$ cat src/rtl/branch_resolve.sv
// rtl/branch_resolve.sv - condition-code capture, branch resolution, redirect and timed flush
module branch_resolve #(
  parameter int PC_W         = 32,
  parameter int FLUSH_CYCLES = 2,
  parameter int CNT_W        = 16
) (
  input  logic            clk,
  input  logic            rst_n,
  input  logic            cc_valid,
  input  logic [5:0]      cc_in,
  input  logic            flags_pending,
  input  logic            br_valid,
  input  logic [2:0]      br_cond,
  input  logic [PC_W-1:0] br_target,
  output logic            br_ready,
  output logic            stall,
  output logic            redirect,
  output logic [PC_W-1:0] redirect_pc,
  output logic            flush,
  output logic [5:0]      cc_q,
  output logic [CNT_W-1:0] taken_cnt
);

  typedef enum logic [1:0] {S_IDLE, S_WAIT_CC, S_FLUSH} state_t;

  localparam logic [3:0] LP_FLUSH = 4'(FLUSH_CYCLES);

  state_t          r_state;
  logic [5:0]      r_cc;
  logic            r_stall;
  logic            r_redirect;
  logic [PC_W-1:0] r_redirect_pc;
  logic            r_flush;
  logic [3:0]      r_fcnt;
  logic [CNT_W-1:0] r_taken_cnt;
  logic [2:0]      r_br_cond;
  logic [PC_W-1:0] r_br_target;

  logic [5:0]      w_eff;
  logic            w_hazard;
  logic            w_taken_now;
  logic            w_taken_wait;
  logic            w_go;
  logic [PC_W-1:0] w_go_pc;
  logic [CNT_W-1:0] w_cnt_next;

  // cc bit order is {NE,GE,LE,GT,LT,EQ}; all-zero flags naturally fail every conditional test
  function automatic logic f_sel(input logic [2:0] c, input logic [5:0] f);
    logic v;
    v = 1'b0;
    case (c)
      3'b000:  v = 1'b1;
      3'b001:  v = f[0];
      3'b010:  v = f[5];
      3'b011:  v = f[1];
      3'b100:  v = f[2];
      3'b101:  v = f[3];
      3'b110:  v = f[4];
      default: v = 1'b0;
    endcase
    return v;
  endfunction

  always_comb begin
    w_eff        = cc_valid ? cc_in : r_cc;
    w_hazard     = br_valid & flags_pending & ~cc_valid &
                   (br_cond != 3'b000) & (br_cond != 3'b111);
    w_taken_now  = f_sel(br_cond, w_eff);
    w_taken_wait = f_sel(r_br_cond, cc_in);
    w_go         = 1'b0;
    w_go_pc      = br_target;
    if (r_state == S_IDLE) begin
      w_go = br_valid & ~w_hazard & w_taken_now;
    end else if (r_state == S_WAIT_CC) begin
      w_go    = cc_valid & w_taken_wait;
      w_go_pc = r_br_target;
    end
    w_cnt_next = (&r_taken_cnt) ? r_taken_cnt : r_taken_cnt + 1'b1;
  end

  always_ff @(posedge clk) begin
    if (!rst_n) begin
      r_state       <= S_IDLE;
      r_cc          <= '0;
      r_stall       <= 1'b0;
      r_redirect    <= 1'b0;
      r_redirect_pc <= '0;
      r_flush       <= 1'b0;
      r_fcnt        <= '0;
      r_taken_cnt   <= '0;
      r_br_cond     <= '0;
      r_br_target   <= '0;
    end else begin
      r_redirect <= 1'b0;
      case (r_state)
        S_IDLE: begin
          if (cc_valid) r_cc <= cc_in;
          if (w_hazard) begin
            r_br_cond   <= br_cond;
            r_br_target <= br_target;
            r_stall     <= 1'b1;
            r_state     <= S_WAIT_CC;
          end
        end
        S_WAIT_CC: begin
          if (cc_valid) begin
            r_cc    <= cc_in;
            r_stall <= 1'b0;
            r_state <= S_IDLE;
          end
        end
        S_FLUSH: begin
          // flags arriving here belong to squashed ops and are dropped
          if (r_fcnt == 4'd1) begin
            r_flush <= 1'b0;
            r_state <= S_IDLE;
          end else begin
            r_fcnt <= r_fcnt - 4'd1;
          end
        end
        default: r_state <= S_IDLE;
      endcase
      if (w_go) begin
        r_redirect    <= 1'b1;
        r_redirect_pc <= w_go_pc;
        r_flush       <= 1'b1;
        r_fcnt        <= LP_FLUSH;
        r_taken_cnt   <= w_cnt_next;
        r_state       <= S_FLUSH;
      end
    end
  end

  assign br_ready    = (r_state == S_IDLE) & br_valid;
  assign stall       = r_stall;
  assign redirect    = r_redirect;
  assign redirect_pc = r_redirect_pc;
  assign flush       = r_flush;
  assign cc_q        = r_cc;
  assign taken_cnt   = r_taken_cnt;

endmodule

$ cat config.mk
export PLATFORM = sky130hd
export DESIGN_NAME = branch_resolve
export DESIGN_NICKNAME = d
export VERILOG_FILES = /design/src/rtl/branch_resolve.sv
export SDC_FILE = /design/constraint.sdc
export NUM_CORES = 1
export LEC_CHECK = 0
export ABC_AREA = 0
export ABC_CLOCK_PERIOD_IN_PS = 2400
export BUFFER_PORTS_ARGS = -buffer_cell sky130_fd_sc_hd__buf_2
export CAP_MARGIN = 5
export CELL_PAD_IN_SITES_DETAIL_PLACEMENT = 0
export CELL_PAD_IN_SITES_GLOBAL_PLACEMENT = 2
export CORE_ASPECT_RATIO = 0.75
export CORE_MARGIN = 5
export CORE_UTILIZATION = 32
export CTS_CLUSTER_SIZE = 14
export DETAILED_ROUTE_END_ITERATION = 16
export PLACE_DENSITY = 0.86
export SLEW_MARGIN = 40
export SYNTH_ARGS = -nofsm -noshare
export SYNTH_HDL_FRONTEND = slang
export SYNTH_SLANG_ARGS = --single-unit
$ cat constraint.sdc
create_clock -name clk -period 2.4 [get_ports clk]
set_input_delay 0 -clock clk [delete_from_list [all_inputs] [get_ports clk]]
set_output_delay 0 -clock clk [all_outputs]
set_load 0.02 [all_outputs]
# Word-level counts from Yosys, hierarchy flattened
# Index checks and enable logic that the tools add are counted.
op_classes:
  mux: 22
  reduce_logical: 18
  n_bitwise: 13
  add_sub_neg: 2
  eq_ne: 23
ops:
  columns: ["cell", "count"]
  rows:
  - ["$mux 32", 2]
  - ["$eq 3x3->1 const B", 6]
  - ["$add 16x1->16 const B", 1]
  - ["$reduce_and 16->1", 1]
  - ["$mux 2", 7]
  - ["$pmux 1 s7", 2]
  - ["$eq 3x2->1 const B", 4]
  - ["$ne 3x3->1 const B", 4]
  - ["$reduce_and 2->1", 5]
  - ["$reduce_and 3->1", 3]
  - ["$and 1x1->1", 8]
  - ["$mux 1", 8]
  - ["$ne 2x2->1 const B", 4]
  - ["$eq 3x1->1 const B", 2]
  - ["$logic_not 3->1", 2]
  - ["$mux 6", 1]
  - ["$pmux 2 s3", 1]
  - ["$reduce_bool 2->1", 3]
  - ["$not 1->1", 5]
  - ["$eq 4x1->1 const B", 1]
  - ["$reduce_or 2->1", 2]
  - ["$sub 4x1->4 const B", 1]
  - ["$reduce_bool 3->1", 1]
  - ["$eq 2x1->1 const B", 1]
  - ["3 further kinds", 3]
totals:
  output_inout_bits: 58
  regBits: 98

# Logic depth before layout (Yosys ltp)
# Gate-level depths: netlist of the first run.
logic_depth:
  word_depth: 10
  mapped_depth: 9
  ltp_nobuf: 7

# Worst setup path after synthesis of the first run
# Ideal clock, no wire load.
synth_path:
  path_type: "flip-flop to flip-flop"
  start: "reg r_state[1]"
  end: "reg r_taken_cnt[8] (netlist: taken_cnt[8])"
  t_arrival_ps: 2140
  stages_incl_launch_ff: 7
  path_buffers: 1
  period_less_slack_ps: 2210
  setup_time_ps: 70
  path_slack_ps: 190
  path_cell_list: "dfxtp_1 nor3b_1 o21ai_1 o22a_1 buf_2 or4_1 a21oi_1"
synth_between:
  elab_chain_cells: 4
  word_cells_on_any_way: 5
  classes_between: "eq/ne (1); mux (2); reduce/logical (2)"
synth_lines:
  columns: ["item", "line_no", "source"]
  rows:
  - ["start, declared", "28", "state_t r_state;"]
  - ["start signal, assigned", "83", "r_state <= S_IDLE;"]
  - ["start signal, assigned", "102", "r_state <= S_WAIT_CC;"]
  - ["start signal, assigned", "109", "r_state <= S_IDLE;"]
  - ["$eq 2x1->1", "74", "end else if (r_state == S_WAIT_CC) begin"]
  - ["$mux 1", "74", null]
  - ["$mux 1 (*)", "72", "if (r_state == S_IDLE) begin"]
  - ["$reduce_and 2->1 (no line) (*)", null, null]
  - ["end signal, assigned", "128", "r_taken_cnt <= w_cnt_next;"]
  - ["end, declared", "35", "logic [CNT_W-1:0] r_taken_cnt;"]
# Every way passes the cells marked *; elsewhere a longest branch is shown, timed or not.
# A chain may end at the register's enable or synchronous reset.

# Worst setup path after layout of the first run
layout_path:
  start: "reg r_br_cond[1]"
  end: "reg r_taken_cnt[0] (netlist: taken_cnt[0])"
layout_between:
  elab_chain_cells: 6
  word_cells_on_any_way: 12
  classes_between: "eq/ne (6); mux (3); bitwise (1); reduce/logical (2)"
layout_lines:
  columns: ["item", "line_no", "source"]
  rows:
  - ["start, declared", "36", "logic [2:0] r_br_cond;"]
  - ["start signal, assigned", "99", "r_br_cond <= br_cond;"]
  - ["$eq 3x3->1 (tied with other cells)", "51", "case (c)"]
  - ["$pmux 1 s7 (*)", "51", null]
  - ["$and 1x1->1 (*)", "75", "w_go = cc_valid & w_taken_wait;"]
  - ["$mux 1 (*)", "74", null]
  - ["$mux 1 (*)", "72", null]
  - ["$reduce_and 2->1 (no line) (*)", null, null]
# Marked as above.

==> impl_metrics.env, run 1 <==
export IMPL_numCtsBuffers=9
export IMPL_power_density_mw_per_mm2=680
export IMPL_synthesis_area_mm2=0.00430
export IMPL_dieWidth_um=144
export IMPL_synth_fp_nets=507
export IMPL_setup_viol=0
export IMPL_io_pins=104
export IMPL_gr_usage_all_layers_pct=13.9
export IMPL_status="finished clean"
export IMPL_clock_sinks=98
export IMPL_synthFlopType="dfxtp_1"
export IMPL_clkTransAtPathRegs_ns=0.07
export IMPL_p_leak_uw=0.00280
export IMPL_synth_distinct_cells=44
export IMPL_reg2reg_slack_ns=0.27
export IMPL_worstSkewPairLatency_ns=0.33
export IMPL_finish_instance_area_mm2=0.00569
export IMPL_holdBufCountCts=38
export IMPL_drv_cap=0
export IMPL_hold_viol=0
export IMPL_ys_seq_area_share_pct=45.6
export IMPL_fp_dieArea_mm2=0.0159
export IMPL_peakVddDrop_uv=394
export IMPL_num_vias=3701
export IMPL_drt_iter0_drc=132
export IMPL_power_uw=3870
export IMPL_antenna_found_initial=0
export IMPL_drc=0
export IMPL_num_rows=36
export IMPL_area_growth_pct=32.4
export IMPL_grt_max_degree=74
export IMPL_place_area_mm2=0.00501
export IMPL_min_period_ns=2.13
export IMPL_grt_pass1_wl_mm=17.8
export IMPL_required_ns=2.59
export IMPL_relSlewSlack_pct=50.0
export IMPL_whs_ns=0.0543
export IMPL_finalNetCount=632
export IMPL_postCtsSetupBuffers=0
export IMPL_cp_max_fo=13
export IMPL_io_buffers=103
export IMPL_syn_mean_instance_area_um2=9.39
export IMPL_drtPass1Iterations=4
export IMPL_synthArstFlopShare_pct=0
export IMPL_synth_edf_count=0
export IMPL_hp_class="in -> reg"
export IMPL_wl_per_cell_um=14.3
export IMPL_tightest_slew_ns=0.748
export IMPL_clock_path_buffers=2
export IMPL_final_cell_mix="buf_2, dfxtp_1, mux2i_1"
export IMPL_layoutNonFillerInstCount=758
export IMPL_die_h_um=110
export IMPL_clock_skew_ns=0.00860
export IMPL_max_clock_freq_mhz=468
export IMPL_cts_tree="built"
export IMPL_yosys_warnings=0
export IMPL_start_util_pct=32.9
export IMPL_period_share_pct=88.9
export IMPL_critical_path_class="reg -> reg"
export IMPL_cts_root_buf="clkbuf_16"
export IMPL_fp_coreArea_mm2=0.0131
export IMPL_ctsHtreeMaxLevel=3
export IMPL_slew_viol_final=0
export IMPL_ys_seq_elements=98
export IMPL_syn_inst=458
export IMPL_cts_resized_gates=0
export IMPL_dpl_hpwl_mm=7.26
export IMPL_fill_cells=1271
export IMPL_grt_ovfl_total=0
export IMPL_post_place_cells=705
export IMPL_layout_commonest_cell="buf_2"
export IMPL_critPathLaunchType="register"
export IMPL_gp_congestion=0.752
export IMPL_drive_above_1_share_pct=22.1
export IMPL_grt_pass1_vias=3649
export IMPL_fin_tns_setup_ns=0
export IMPL_cp_end_kind="register"
export IMPL_worst_ep_arrival_time_ns=2.32
export IMPL_ant_nets=0
export IMPL_rsz0062_at_grt="false"
export IMPL_viasPerCell=4.88
export IMPL_diodes=0
export IMPL_wirelength_mm=10.9
final cells by class:
class | count | area (um^2) | share of cell area, %
clock buffers | 11 | 253 | 4.44
clock inverters | 4 | 51.3 | 0.901
well taps | 171 | 214 | 3.76
flip-flops and latches | 98 | 1960 | 34.5
repair buffers | 148 | 998 | 17.5
multi-input cells | 322 | 2200 | 38.6
inverters | 4 | 15.0 | 0.264
per-stage QoR:
stage                     utilization (%)  setup slack [ns]
after CTS                            43.6             0.241
after global routing                 43.6             0.127
after global placement               38.3             0.309
after floorplan                         -             0.190
after detailed placement             38.3             0.255
final                                43.6             0.265
kinds of logic after synthesis:
| group | Yosys count | share of synthesized area (%) |
|---|---|---|
| flops | 98 | 45.6 |
| buf+inv | 38 | 3.90 |
| fa+ha+maj | 3 | 0.873 |
| xor+xnor | 3 | 0.611 |
| compound gates | 62 | 9.95 |
| mux | 89 | 20.7 |
| simple gates | 165 | 18.3 |
report_power, final:
group	internal, uW	switching [uW]
clock network	859	599
logic	272	359
registers	1720	58.4
critical path, stage by stage, from the launching register on:
cell      delay [ns]
dfxtp_1         0.41
mux2i_1         0.22
a211oi_1        0.09
nor3_1          0.39
o22a_1          0.48
buf_4           0.23
or3_1           0.11
a21oi_1         0.06
state kept, by name (all words and copies together), names as in the netlist:
signal	count
redirect_pc	32
r_state	2
r_br_cond	3
redirect	1
cc_q	6
taken_cnt	16
stall	1
r_br_target	32
flush	1
r_fcnt	4
final timing paths:
path                              from                   endpoint  depth (start not counted)
max reg2reg  r_br_cond[1]$_SDFFE_PN0P_  taken_cnt[0]$_SDFFE_PN0P_                          7
min reg2reg         stall$_SDFFE_PN0P_         stall$_SDFFE_PN0P_                          2
min                         br_cond[2]  r_br_cond[2]$_SDFFE_PN0P_                          3
max          r_br_cond[1]$_SDFFE_PN0P_  taken_cnt[0]$_SDFFE_PN0P_                          7
synthesized netlist by cell type (2+ instances only):
cell type	number	share of area, %
or4_1	2	0.35
nor2_1	81	7.1
or3_1	8	1.2
nand2b_1	10	1.5
and4b_1	2	0.47
dfxtp_1	98	46
a21oi_1	12	1.4
nand2_1	23	2.0
ha_1	3	0.87
and3_1	4	0.58
a211oi_1	34	5.9
nor3_1	4	0.47
o21ai_1	5	0.58
nor3b_1	3	0.52
xnor2_1	2	0.41
buf_4	2	0.35
nand3b_1	2	0.35
nand4_1	3	0.44
nand3_1	11	1.3
mux2i_1	89	21
o21ai_0	2	0.23
inv_1	4	0.35
or3b_1	2	0.41
clkbuf_1	22	1.9
nor2b_1	4	0.58
buf_2	8	0.93
routing by layer:
metal | track usage (%) | wire [um] | vias up
li1 | - | - | 1864
met1 | 18.0 | 5160 | 1750
met2 | 22.7 | 4980 | 81
met3 | 4.14 | 643 | 6
met4 | 3.63 | 78 | 0
met5 | 0 | 0 | -
Note: power is estimated with default switching activity, not from simulation.
==> inputs of run 2 (changes only) <==
--- a/config.mk
+++ b/config.mk
@@ -16,7 +16,8 @@
 export CORE_UTILIZATION = 32
 export CTS_CLUSTER_SIZE = 14
 export DETAILED_ROUTE_END_ITERATION = 16
-export PLACE_DENSITY = 0.86
+export GPL_ROUTABILITY_DRIVEN = 0
+export PLACE_DENSITY = 0.82
 export SLEW_MARGIN = 40
 export SYNTH_ARGS = -nofsm -noshare
 export SYNTH_HDL_FRONTEND = slang
==> impl_metrics.env, run 2 (synthesis results as in run 1) <==
export IMPL_multiInputGateArea_mm2=0.00220
export IMPL_rsz0062_at_grt="false"
export IMPL_p_switching_uw=1050
export IMPL_wirelength_mm=11.0
export IMPL_worstSkewPairLatency_ns=0.34
export IMPL_worst_ep_arrival_time_ns=2.38
export IMPL_use_met3_pct=4.53
export IMPL_grt_pass1_vias=3570
export IMPL_required_ns=2.67
export IMPL_grt_max_degree=66
export IMPL_critical_path_class="reg -> reg"
export IMPL_viasPerCell=4.84
export IMPL_fill_cells=1267
export IMPL_num_vias=3687
export IMPL_critPathLaunchType="register"
export IMPL_drtPass1Iterations=4
export IMPL_die_h_um=110
export IMPL_relSlewSlack_pct=54.6
export IMPL_status="finished clean"
export IMPL_grtUsageMet1_pct=19.3
export IMPL_layout_commonest_cell="buf_2"
export IMPL_start_util_pct=32.9
export IMPL_setup_viol=0
export IMPL_hold_viol=0
export IMPL_grtUsageMet2_pct=21.4
export IMPL_area_growth_pct=32.3
export IMPL_drt_iter0_drc=141
export IMPL_fp_coreArea_mm2=0.0131
export IMPL_hp_class="in -> reg"
export IMPL_dieWidth_um=144
export IMPL_dpl_hpwl_mm=7.52
export IMPL_power_uw=3740
export IMPL_antenna_found_initial=0
export IMPL_max_clock_freq_mhz=472
export IMPL_final_cell_mix="buf_2, dfxtp_1, mux2i_1"
export IMPL_clock_sinks=98
export IMPL_grt_ovfl_total=0
export IMPL_diodes=0
export IMPL_drc=0
export IMPL_pwr_share_comb_pct=16.8
export IMPL_cp_end_kind="register"
export IMPL_peakVddDrop_uv=308
export IMPL_io_pins=104
export IMPL_cp_max_fo=14
export IMPL_numCtsBuffers=9
export IMPL_drive_above_1_share_pct=22.7
export IMPL_period_share_pct=88.2
export IMPL_cts_root_buf="clkbuf_16"
export IMPL_fp_dieArea_mm2=0.0159
export IMPL_seq_area_mm2=0.00196
export IMPL_top_usage_layer="met2"
export IMPL_drv_cap=0
export IMPL_pwr_share_seq_pct=47.5
export IMPL_finalNetCount=635
export IMPL_power_density_mw_per_mm2=658
export IMPL_ctsHtreeMaxLevel=3
export IMPL_grt_pass1_wl_mm=17.9
export IMPL_gr_usage_all_layers_pct=14.0
export IMPL_p_int_uw=2700
export IMPL_slew_viol_final=0
export IMPL_clkTransAtPathRegs_ns=0.06
export IMPL_p_leak_uw=0.00280
export IMPL_num_rows=36
export IMPL_min_period_ns=2.12
export IMPL_clock_skew_ns=0.00864
export IMPL_tightest_slew_ns=0.680
export IMPL_clock_path_buffers=2
export IMPL_fin_tns_setup_ns=0
export IMPL_io_buffers=103
export IMPL_ant_nets=0
export IMPL_swShare_pct=28.0
export IMPL_wl_per_cell_um=14.4
export IMPL_p_clk_share_pct=35.7
export IMPL_cts_tree="built"
-- run 2: cell types whose count changed in the layout (fill, tap and decap cells not counted), sizes merged --
cell,change
clkbuf,-1
buf,+3
inv,+1
bufinv,-1
clkinvlp,+2
-- run 2: worst max-delay path: stages, from the launching register on --
cell      delay, ns
dfxtp_1        0.41
mux2i_1        0.21
a211oi_1       0.09
nor3_1         0.49
o22a_2         0.41
buf_4          0.19
nand2_1        0.09
nor2_1         0.15
-- run 2: path summary, 6_finish.rpt --
| kind | endpoint | start | slack [ns] | cells past startpoint |
|---|---|---|---|---|
| worst max register to register | r_fcnt[3]$_SDFFE_PP0P_ | r_br_cond[1]$_SDFFE_PN0P_ | 0.28 | 7 |
| worst max-delay path | r_fcnt[3]$_SDFFE_PP0P_ | r_br_cond[1]$_SDFFE_PN0P_ | 0.28 | 7 |
| worst min-delay path | r_br_cond[1]$_SDFFE_PN0P_ | br_cond[1] | 0.04 | 3 |
| worst min register to register | flush$_SDFFE_PN0P_ | flush$_SDFFE_PN0P_ | 0.46 | 2 |
-- run 2: metrics by stage --
step	area (um^2)	hold slack (ns)	instances	setup slack, ns	util (%)
final	5690	0.0384	762	0.282	43.6
after global routing	5690	0.0670	762	0.119	43.6
after CTS	5690	0.0248	762	0.144	43.5
after detailed placement	5040	0.257	708	0.150	38.6
after global placement	5020	0.245	707	0.232	38.4
after floorplan	4300	0.144	458	0.190	-
-- run 2: final cells by class --
class,instances,area share (%)
well taps,171,3.76
clock buffers,10,4.02
flip-flops and latches,98,34.5
multi-input cells,322,38.7
inverters,4,0.264
clock inverters,6,0.726
repair buffers,151,18.1
-- run 2: power groups by stage --
stage | Sequential (uW) | Clock, uW | Combinational [uW]
after floorplan | 1890 | 0 | 308
after global placement | 1810 | 0 | 576
after global routing | 1790 | 1450 | 699
final | 1780 | 1340 | 630
after detailed placement | 1820 | 0 | 587
after CTS | 1780 | 1400 | 637
-- run 2: timing repair --
item	CTS	global route
resized for setup	0	1
hold endpoints to repair	38	0
hold buffers	38	0
buffers inserted	0	0
endpoints found under the setup margin	0	4
-- run 2: layer usage --
metal | part of all wire, % | routed length [um] | vias up
li1 | - | - | 1887
met1 | 49 | 5370 | 1703
met2 | 43 | 4730 | 89
met3 | 7.1 | 781 | 8
met4 | 0.82 | 90 | 0
met5 | 0 | 0 | -
==> inputs of run 3 (changes only) <==
--- a/config.mk
+++ b/config.mk
@@ -5,7 +5,7 @@
 export SDC_FILE = /design/constraint.sdc
 export NUM_CORES = 1
 export LEC_CHECK = 0
-export ABC_AREA = 0
+export ABC_AREA = 1
 export ABC_CLOCK_PERIOD_IN_PS = 2400
 export BUFFER_PORTS_ARGS = -buffer_cell sky130_fd_sc_hd__buf_2
 export CAP_MARGIN = 5
@@ -13,11 +13,12 @@
 export CELL_PAD_IN_SITES_GLOBAL_PLACEMENT = 2
 export CORE_ASPECT_RATIO = 0.75
 export CORE_MARGIN = 5
-export CORE_UTILIZATION = 32
+export CORE_UTILIZATION = 30
 export CTS_CLUSTER_SIZE = 14
 export DETAILED_ROUTE_END_ITERATION = 16
 export GPL_ROUTABILITY_DRIVEN = 0
-export PLACE_DENSITY = 0.82
+export HOLD_SLACK_MARGIN = 0.15
+export PLACE_DENSITY_LB_ADDON = 0.15
 export SLEW_MARGIN = 40
 export SYNTH_ARGS = -nofsm -noshare
 export SYNTH_HDL_FRONTEND = slang
==> impl_metrics.env, run 3 <==
export IMPL_diodes=0
export IMPL_rsz0062_at_grt="false"
export IMPL_pwr_share_comb_pct=14.3
export IMPL_yosysTopAreaCellShare_pct=45.7
export IMPL_seq_area_mm2=0.00196
export IMPL_layout_commonest_cell="nand2_1"
export IMPL_p_clk_share_pct=41.0
export IMPL_antenna_found_initial=0
export IMPL_drtPass1Iterations=4
export IMPL_endpoint="taken_cnt[4]$_SDFFE_PN0P_"
export IMPL_hp_class="in -> reg"
export IMPL_cp_slowest_cell="dfxtp_1"
export IMPL_fp_coreArea_mm2=0.0139
export IMPL_cpMostUsedCell="nand2_1"
export IMPL_drt_iter0_drc=185
export IMPL_drc=0
export IMPL_cts_root_buf="clkbuf_16"
export IMPL_dieWidth_um=148
export IMPL_peakVddDrop_uv=323
export IMPL_cts_tree="built"
export IMPL_drive_above_1_share_pct=19.0
export IMPL_synthArstFlopShare_pct=0
export IMPL_multiInputGateArea_mm2=0.00207
export IMPL_required_ns=2.68
export IMPL_final_cell_mix="nand2_1, buf_2, dfxtp_1"
export IMPL_clkTransAtPathRegs_ns=0.07
export IMPL_p_switching_uw=1030
export IMPL_drv_cap=0
export IMPL_clock_path_buffers=2
export IMPL_fp_dieArea_mm2=0.0168
export IMPL_postCtsSetupBuffers=0
export IMPL_yosys_top_cells_count="nand2_1, dfxtp_1, nor2_1"
export IMPL_clock_sinks=98
export IMPL_grt_ovfl_total=0
export IMPL_num_vias=4130
export IMPL_start_util_pct=30.9
export IMPL_syn_inst=565
export IMPL_dpl_hpwl_mm=8.20
export IMPL_synth_most_common_cell="nand2_1"
export IMPL_layoutNonFillerInstCount=897
export IMPL_startpoint="taken_cnt[0]$_SDFFE_PN0P_"
export IMPL_yosys_warnings=0
export IMPL_wirelength_mm=12.5
export IMPL_numCtsBuffers=9
export IMPL_synthesis_area_mm2=0.00429
export IMPL_synth_edf_count=0
export IMPL_synth_distinct_cells=27
export IMPL_p_int_uw=2930
export IMPL_cp_max_fo=15
export IMPL_power_density_mw_per_mm2=678
export IMPL_gr_usage_all_layers_pct=15.1
export IMPL_ys_seq_elements=98
export IMPL_fin_tns_setup_ns=0
export IMPL_syn_mean_instance_area_um2=7.60
export IMPL_p_leak_uw=0.00245
export IMPL_r2r_end="taken_cnt[4]$_SDFFE_PN0P_"
export IMPL_num_rows=37
export IMPL_synth_top_area_cell="dfxtp_1"
export IMPL_wl_per_cell_um=13.9
export IMPL_layout_setup_ws_ns=0.421
export IMPL_ctsHtreeMaxLevel=3
export IMPL_cp_end_kind="register"
export IMPL_ys_seq_area_share_pct=45.7
export IMPL_reg2reg_slack_ns=0.42
export IMPL_cpPeakStageDelay_ns=0.41
export IMPL_tightest_slew_ns=0.620
export IMPL_r2r_cells=9
export IMPL_die_h_um=114
export IMPL_critical_path_class="reg -> reg"
export IMPL_grt_pass1_wl_mm=20.7
export IMPL_area_growth_pct=36.1
export IMPL_hold_viol=0
export IMPL_pwr_share_seq_pct=44.7
export IMPL_relSlewSlack_pct=58.7
export IMPL_critPathLaunchType="register"
export IMPL_max_clock_freq_mhz=505
export IMPL_fill_cells=1436
export IMPL_path_cells="ha_1 -> nand2_1 -> nor2_1 -> nand2_1 -> nor2_1 -> nand2_1 -> nand2_4 -> nand2_1 -> a21oi_1"
export IMPL_grt_max_degree=46
export IMPL_reg2reg_from="taken_cnt[0]$_SDFFE_PN0P_"
export IMPL_clock_skew_ns=0.00843
export IMPL_post_place_ws_ns=0.421
export IMPL_synthFlopType="dfxtp_1"
export IMPL_synth_area_top_cells="dfxtp_1, nand2_1, nor2_1, mux2i_1, o21ai_0"
export IMPL_worst_ep_arrival_time_ns=2.26
export IMPL_ant_nets=0
export IMPL_io_buffers=103
export IMPL_finalNetCount=766
export IMPL_post_place_cells=828
export IMPL_min_period_ns=1.98
export IMPL_slew_viol_final=0
export IMPL_synth_fp_nets=614
export IMPL_status="finished clean"
export IMPL_swShare_pct=26.1
export IMPL_io_pins=104
export IMPL_period_share_pct=82.5
export IMPL_setup_viol=0
export IMPL_grt_pass1_vias=4238
export IMPL_worstSkewPairLatency_ns=0.35
export IMPL_viasPerCell=4.60
==> run 3: logic make-up after synthesis <==
logic type	count (synthesis)	synth area share (%)
buffers and inverters	59	6.18
AO/OA/AOI/OAI	110	13.0
flip-flops	98	45.7
XOR/XNOR	15	3.06
AND/OR/NAND/NOR	248	23.7
multiplexers	32	7.46
adder cells (fa/ha/maj)	3	0.874
==> run 3: what timing repair did <==
item                                   in CTS  in global routing
endpoints found under the hold margin      85                  0
gates resized for setup                     0                  0
hold buffers                               53                  0
==> run 3: power by group through the flow <==
stage / registers [uW] / clock network (uW) / logic [uW]
final: 1770 / 1620 / 567
after global routing: 1780 / 1740 / 636
after CTS: 1770 / 1690 / 572
after detailed placement: 1810 / 0 / 499
after global placement: 1800 / 0 / 495
after floorplan: 1860 / 0 / 271
==> run 3: worst min path at each step <==
stage,startpoint,end,depth (start not counted)
2_1_floorplan,br_valid,br_ready,2
3_3_place_gp,br_target[21],r_br_target[21]$_SDFFE_PN0P_,3
3_5_place_dp,br_target[23],r_br_target[23]$_SDFFE_PN0P_,3
4_1_cts,br_valid,r_state[1]$_SDFFE_PN0P_,7
5_1_grt,br_valid,r_state[1]$_SDFFE_PN0P_,7
6_report,br_valid,r_state[1]$_SDFFE_PN0P_,7
==> run 3: cell type report <==
type,instances,area share (%)
flip-flops and latches,98,33.6
clock buffers,11,4.32
inverters,32,2.06
well taps,175,3.75
repair buffers,168,19.4
clock inverters,5,1.43
multi-input cells,408,35.4
==> run 3: worst max-delay path: cells and delay by family, from the launching register on <==
family / cells / cell delay [ns]
DFF: 1 / 0.41
and+or+nand+nor: 7 / 1.15
AOI/OAI and AO/OA: 1 / 0.13
adders and majority gates: 1 / 0.22
==> run 3: metrics by stage <==
stage / utilization (%) / instance area [um^2] / total power, uW / hold WS, ns
floorplan: - / 4290 / 2130 / 0.128
global placement: 35.8 / 4980 / 2300 / 0.266
detailed placement: 35.8 / 4980 / 2310 / 0.278
CTS: 42.1 / 5840 / 4030 / 0.182
global route: 42.1 / 5840 / 4160 / 0.255
finish: 42.1 / 5840 / 3960 / 0.223
==> run 3: per-layer routing <==
metal | global-route usage [%] | vias to the layer above | wire, um
met5 | 0 | - | 0
met4 | 3.69 | 0 | 108
met2 | 24.5 | 90 | 5330
met1 | 19.9 | 1874 | 6420
li1 | - | 2156 | -
met3 | 4.69 | 10 | 609
